File: src/rtl/mac_stream_if.sv
// mac_stream_if: operand/result stream bundle for mac_stream.
//   in_valid/in_ready/in_a/in_b    : operand pair channel (master -> slave)
//   out_valid/out_ready/out_data   : group result channel (slave -> master)
// master = operand source / result sink, slave = the MAC.
interface mac_stream_if #(
  parameter int IN_W  = 8,
  parameter int OUT_W = 2*IN_W+2
);
  logic             in_valid;
  logic             in_ready;
  logic [IN_W-1:0]  in_a;
  logic [IN_W-1:0]  in_b;
  logic             out_valid;
  logic             out_ready;
  logic [OUT_W-1:0] out_data;

  modport master (output in_valid, in_a, in_b, out_ready,
                  input  in_ready, out_valid, out_data);
  modport slave  (input  in_valid, in_a, in_b, out_ready,
                  output in_ready, out_valid, out_data);
endinterface

File: src/rtl/mac_stream.sv
// mac_stream: streaming multiply-accumulate. Sums COUNT products per group
// (signed or unsigned, mode latched on the first beat) and emits one
// registered result per group with backpressure.
// Ports:
//   clk, rst     : clock, synchronous active-high reset
//   clear        : abort partial group (pending result kept)
//   mode_signed  : 1 = two's-complement operands, sampled on first beat
//   s (slave)    : operand channel in / result channel out
//   busy         : partial group in progress
// Optional feature: define MAC_SAT_EN to saturate the result to OUT_W
// in the group's mode instead of truncating.
module mac_stream #(
  parameter int IN_W  = 8,
  parameter int COUNT = 4,
  parameter int ACC_W = 2*IN_W + $clog2(COUNT),
  parameter int OUT_W = ACC_W
) (
  input  logic          clk,
  input  logic          rst,
  input  logic          clear,
  input  logic          mode_signed,
  mac_stream_if.slave   s,
  output logic          busy
);
  localparam int CNT_W = $clog2(COUNT);
  localparam int PW    = 2*IN_W;

  logic [ACC_W-1:0]     acc, prod_ext, sum;
  logic [CNT_W-1:0]     cnt;
  logic                 mode_q, sgn, beat, last;
  logic                 out_valid_q;
  logic [OUT_W-1:0]     out_data_q, res;
  logic signed [PW-1:0] a_x, b_x, prod;

  assign s.in_ready  = !out_valid_q || s.out_ready;
  assign s.out_valid = out_valid_q;
  assign s.out_data  = out_data_q;
  assign busy        = (cnt != '0);

  assign beat = s.in_valid && s.in_ready;
  assign last = (cnt == CNT_W'(COUNT-1));
  // first beat takes the live mode; the rest of the group uses the latched one
  assign sgn  = (cnt == '0) ? mode_signed : mode_q;

  // operands extended to the product width so the multiply is exact in
  // both modes and the low PW bits are the true product
  assign a_x      = {{(PW-IN_W){sgn & s.in_a[IN_W-1]}}, s.in_a};
  assign b_x      = {{(PW-IN_W){sgn & s.in_b[IN_W-1]}}, s.in_b};
  assign prod     = a_x * b_x;
  assign prod_ext = {{(ACC_W-PW){sgn & prod[PW-1]}}, prod};
  assign sum      = acc + prod_ext;

`ifdef MAC_SAT_EN
  // in range when everything above the result field is zero (unsigned) or
  // a pure sign extension (signed); with OUT_W == ACC_W both tests always pass
  logic [ACC_W-1:0]        hi_u;
  logic signed [ACC_W-1:0] hi_s;
  assign hi_u = sum >> OUT_W;
  assign hi_s = $signed(sum) >>> (OUT_W-1);

  always_comb begin
    res = sum[OUT_W-1:0];
    if (sgn) begin
      if (!(hi_s == '0 || hi_s == '1))
        res = sum[ACC_W-1] ? {1'b1, {(OUT_W-1){1'b0}}} : {1'b0, {(OUT_W-1){1'b1}}};
    end else if (hi_u != '0) begin
      res = '1;
    end
  end
`else
  assign res = sum[OUT_W-1:0];
`endif

  always_ff @(posedge clk) begin
    if (rst) begin
      acc         <= '0;
      cnt         <= '0;
      mode_q      <= 1'b0;
      out_valid_q <= 1'b0;
      out_data_q  <= '0;
    end else begin
      if (out_valid_q && s.out_ready) out_valid_q <= 1'b0;
      if (clear) begin
        acc <= '0;
        cnt <= '0;
      end else if (beat) begin
        if (cnt == '0) mode_q <= mode_signed;
        if (last) begin
          // a load here overrides the drain above, so back-to-back results keep out_valid high
          out_data_q  <= res;
          out_valid_q <= 1'b1;
          acc         <= '0;
          cnt         <= '0;
        end else begin
          acc <= sum;
          cnt <= cnt + 1'b1;
        end
      end
    end
  end
endmodule

File: src/flat_wrapper.sv
// flat-port wrapper written by rule: the top's interface ports become plain ports
module mac_stream_flat 
#(
  parameter int IN_W  = 8,
  parameter int COUNT = 4,
  parameter int ACC_W = 2*IN_W + $clog2(COUNT),
  parameter int OUT_W = ACC_W
)
  (clk, rst, clear, mode_signed, busy, s_in_valid, s_in_a, s_in_b, s_out_ready, s_in_ready, s_out_valid, s_out_data);
  mac_stream_if #(.IN_W(IN_W), .OUT_W(OUT_W)) s_i ();
  input  logic clk;
  input  logic rst;
  input  logic clear;
  input  logic mode_signed;
  output logic busy;
  input wire logic [$bits(s_i.in_valid)-1:0] s_in_valid;
  input wire logic [$bits(s_i.in_a)-1:0] s_in_a;
  input wire logic [$bits(s_i.in_b)-1:0] s_in_b;
  input wire logic [$bits(s_i.out_ready)-1:0] s_out_ready;
  output wire logic [$bits(s_i.in_ready)-1:0] s_in_ready;
  output wire logic [$bits(s_i.out_valid)-1:0] s_out_valid;
  output wire logic [$bits(s_i.out_data)-1:0] s_out_data;
  assign s_i.in_valid = s_in_valid;
  assign s_i.in_a = s_in_a;
  assign s_i.in_b = s_in_b;
  assign s_i.out_ready = s_out_ready;
  assign s_in_ready = s_i.in_ready;
  assign s_out_valid = s_i.out_valid;
  assign s_out_data = s_i.out_data;
  mac_stream #(.IN_W(IN_W), .COUNT(COUNT), .ACC_W(ACC_W), .OUT_W(OUT_W)) u_core (.clk(clk), .rst(rst), .clear(clear), .mode_signed(mode_signed), .s(s_i), .busy(busy));
endmodule
File: config.mk
export PLATFORM = sky130hd
export DESIGN_NAME = mac_stream_flat
export DESIGN_NICKNAME = d
export VERILOG_FILES = /design/src/rtl/mac_stream_if.sv /design/src/rtl/mac_stream.sv /design/src/flat_wrapper.sv
export SDC_FILE = /design/constraint.sdc
export NUM_CORES = 1
export LEC_CHECK = 0
export BUFFER_PORTS_ARGS = -buffer_cell sky130_fd_sc_hd__clkbuf_2
export CORE_MARGIN = 1
export CORE_UTILIZATION = 56
export CTS_BUF_LIST = sky130_fd_sc_hd__clkbuf_8 sky130_fd_sc_hd__clkbuf_16
export DETAILED_ROUTE_END_ITERATION = 7
export PLACE_DENSITY = 0.78
export REMOVE_ABC_BUFFERS = 1
export SLEW_MARGIN = 20
export SYNTH_ARGS = -nofsm -noshare
export SYNTH_HDL_FRONTEND = slang
export SYNTH_SLANG_ARGS = --single-unit
File: constraint.sdc
create_clock -name clk -period 7.13 [get_ports clk]
set_input_delay 1.0695 -clock clk [delete_from_list [all_inputs] [get_ports clk]]
set_output_delay 1.0695 -clock clk [all_outputs]
set_load 0.02 [all_outputs]
==> run metrics <==
R2R Setup Slk roughly 0.27 ns; Synth Area per Inst 8.463 µm²; WL/cell 15.33 µm; Peak Freq 142.7 MHz; DP Wirelength 9.288 mm; vias in the first global route 4430; TritonCTS Buffers 5; Critical Path End u_core.s.out_data[17]; RR Endpoint u_core.s.out_data[17]; GP Congestion 0.9229; Req. time, crit path 7.34 ns; Cell Area, Synth 5154 µm²; Reg clk slew, reported paths 0.08 ns; CTS tree yes; GRT Total Usage 24.68%; first-pass GRT wire length 19.42 mm; GRT overflow 0; Antenna diodes 0; Yosys reg bits 40; Post-DRT Antenna Nets 0; Hold WC Path Type reg2reg; final count of hold timing violations 0; R2R Path Start u_core.cnt[0]; max-slew violations 0; synthesized instance count approximately 600; Buffers on Ports 42; Final nets 808; Crit. Startpoint mode_signed; M2 GR Usage 44.80%; area of the core 8806 µm²; Crit. End Element flop; Die X 97.93 µm; Layout area overhead 14.71%; Seq/Total Area, Yosys approximately 16%; post-CTS setup buffers 0; clk_skew 0.006362 ns; fraction of layout cells with a size suffix above 1 between 10% and 20%; Synth warnings 0; Worst Path Class, Setup in2reg; busiest metal layer after global routing met2; worst endpoint data arrival time between 7 and 8 ns; met1 Usage GRT 30.39%; Reg2Reg Depth 28; num rows 34; Pleak roughly 2.9 nW; die height 97.93 µm; DRT Pass-1 Iters 7; setup violators final 0; EDFF count, synth 0; Max Buffers Root-to-Sink 2; outcome finished, violations left; Peak VDD IR 333.3 µV; worst skew pair latency 0.29 ns; relative slew slack 42.17%; Sink Count 40; max_cap viols 0; Final Cycle Share 98.25%; Tot Pwr 2.853 mW; TNS Setup 0 ns; Detailed Route WL 11.94 mm; Slew @ Worst Pin between 0.8 and 0.9 ns; Final min period 7.006 ns; Primary FF master, synth dfxtp_1; asr flop ratio synth 0%; Initial Util 58.53%; IO Pins 43; failing checks DRC; pin count of the biggest net entering global routing 36; grt met3 use 3.508%; Fillers 698; H-tree depth 2; worst setup margin 0.1245 ns; Vias/cell 5.710; pwr/cell area 482.6 nW/µm²; Placement Setup Slack -0.2517 ns; startpoint types primary input; Root Buffer clkbuf_8; detailed-route via count 4448; antenna violations before repair 0; CP Max Fanout 5; hold path depth 2; Synth cell types 52; die area 9590 µm²; Starting DRT DRC Count 242; DR DRC count 1
-- cell usage after synthesis (3+ instances only) --
cell type	number	area (µm²)
o211ai_1	4	30.03
or3_1	3	18.77
inv_1	97	364.1
a21o_1	8	60.06
o21ai_0	9	45.04
nand3_1	11	55.05
and3_1	5	31.28
a211oi_1	3	22.52
ha_1	52	650.6
dfxtp_1	40	800.8
and2_1	37	231.5
clkbuf_1	21	78.83
xnor2_1	20	175.2
o21a_1	7	52.55
nor2b_1	3	18.77
a21oi_1	35	175.2
a22oi_1	6	45.04
nand4_1	3	18.77
nor2_1	34	127.6
or2_2	5	31.28
a21boi_0	5	37.54
nor3b_1	8	60.06
or4b_2	3	30.03
xor2_1	3	26.28
nor4_1	4	25.02
nand3b_1	3	22.52
fa_1	64	1281
nor3_1	15	75.07
nand2_1	67	251.5
o31ai_1	4	30.03
-- how the worst min path moves through the flow --
stage / start / slack (ns) / endpoint
6_report: u_core.s.out_data[4] / 0.46 / u_core.s.out_data[4]
5_1_grt: u_core.s.out_data[7] / 0.47 / u_core.s.out_data[7]
4_1_cts: u_core.s.out_data[9] / 0.46 / u_core.s.out_data[9]
3_5_place_dp: u_core.s.out_data[9] / 0.45 / u_core.s.out_data[9]
3_3_place_gp: u_core.s.out_data[15] / 0.44 / u_core.s.out_data[15]
2_1_floorplan: u_core.acc[12] / 0.44 / u_core.acc[12]
-- worst max-delay path, cell delays in order --
cell and delay, ns:
clkbuf_2 0.08, mux2_4 0.28, buf_4 0.14, and2_1 0.18
nand2_2 0.09, fa_1 0.43, fa_1 0.51, inv_1 0.05
fa_1 0.48, fa_1 0.54, inv_1 0.05, fa_1 0.50
inv_1 0.06, ha_4 0.24, o21a_1 0.18, o31a_1 0.14
o31ai_2 0.27, xnor2_1 0.15, ha_1 0.31, a21o_1 0.23
a21oi_2 0.19, o21ai_1 0.15, o311ai_4 0.31, buf_6 0.15
nand2_1 0.06, xnor3_1 0.19, a211oi_2 0.17
-- power breakdown --
part           switching (mW)  total [mW]  internal (mW)
Sequential             0.0196       0.271          0.251
Clock                  0.0805       0.204          0.124
Combinational            1.29        2.38           1.09
Total                    1.39        2.85           1.47
-- layout by cell type, fill, tap and decap left out, types with 20 or more instances in the layout --
cell       n
nand2_1   66
a21oi_1   32
dfxtp_1   40
fa_1      64
nor2_1    33
buf_4     33
xnor2_1   20
clkbuf_2  42
and2_1    37
inv_1     97
ha_1      49
-- kinds of logic after synthesis --
logic type / share of synthesized area [%]
flip-flops: 15.54
multiplexers: 0.9224
adder cells (fa/ha/maj): 37.48
buffers and inverters: 8.667
XOR/XNOR: 4.346
AO/OA/AOI/OAI: 12.79
AND/OR/NAND/NOR: 20.25
-- metrics by stage --
| stage | util (%) | area [µm²] | hold WS, ns | std cells |
|---|---|---|---|---|
| CTS | 65.90 | 5803 | 0.4596 | 779 |
| detailed placement | 64.41 | 5672 | 0.4483 | 771 |
| floorplan | - | 5071 | 0.4362 | 587 |
| global route | 67.14 | 5912 | 0.4720 | 779 |
| finish | 67.14 | 5912 | 0.4555 | 779 |
| global placement | 64.41 | 5672 | 0.4415 | 771 |
-- routing by layer --
metal  part of all wire [%]  routed length (µm)
met1                     41                4893
met2                     53                6307
met3                    4.2                 507
met4                    2.0                 233
met5                      0                   0
-- area by class of cell --
cell class                 instances  area (µm²)  share of cell area [%]
clock inverter                     1       30.03                  0.5079
inverter                          97       364.1                   6.159
timing repair buffer              76       469.2                   7.937
multi-input combinational        450        4016                   67.94
clock buffer                       7       96.34                   1.630
tap                              108       135.1                   2.286
sequential                        40       800.8                   13.54
-- timing repair --
| action | CTS | global route |
|---|---|---|
| endpoints found under the setup margin | 1 | 9 |
| hold buffers | 0 | 0 |
| pin swaps | 0 | 7 |
| gates resized for setup | 1 | 18 |
| gates cloned | 0 | 0 |
-- flip-flops by register name (all words and copies together) (netlist names) --
name / flops
u_core.acc: 18
u_core.s.out_data: 18
u_core.cnt: 2
u_core.mode_q: 1
u_core.s.out_valid: 1
Power figures use the tool's default switching activity.
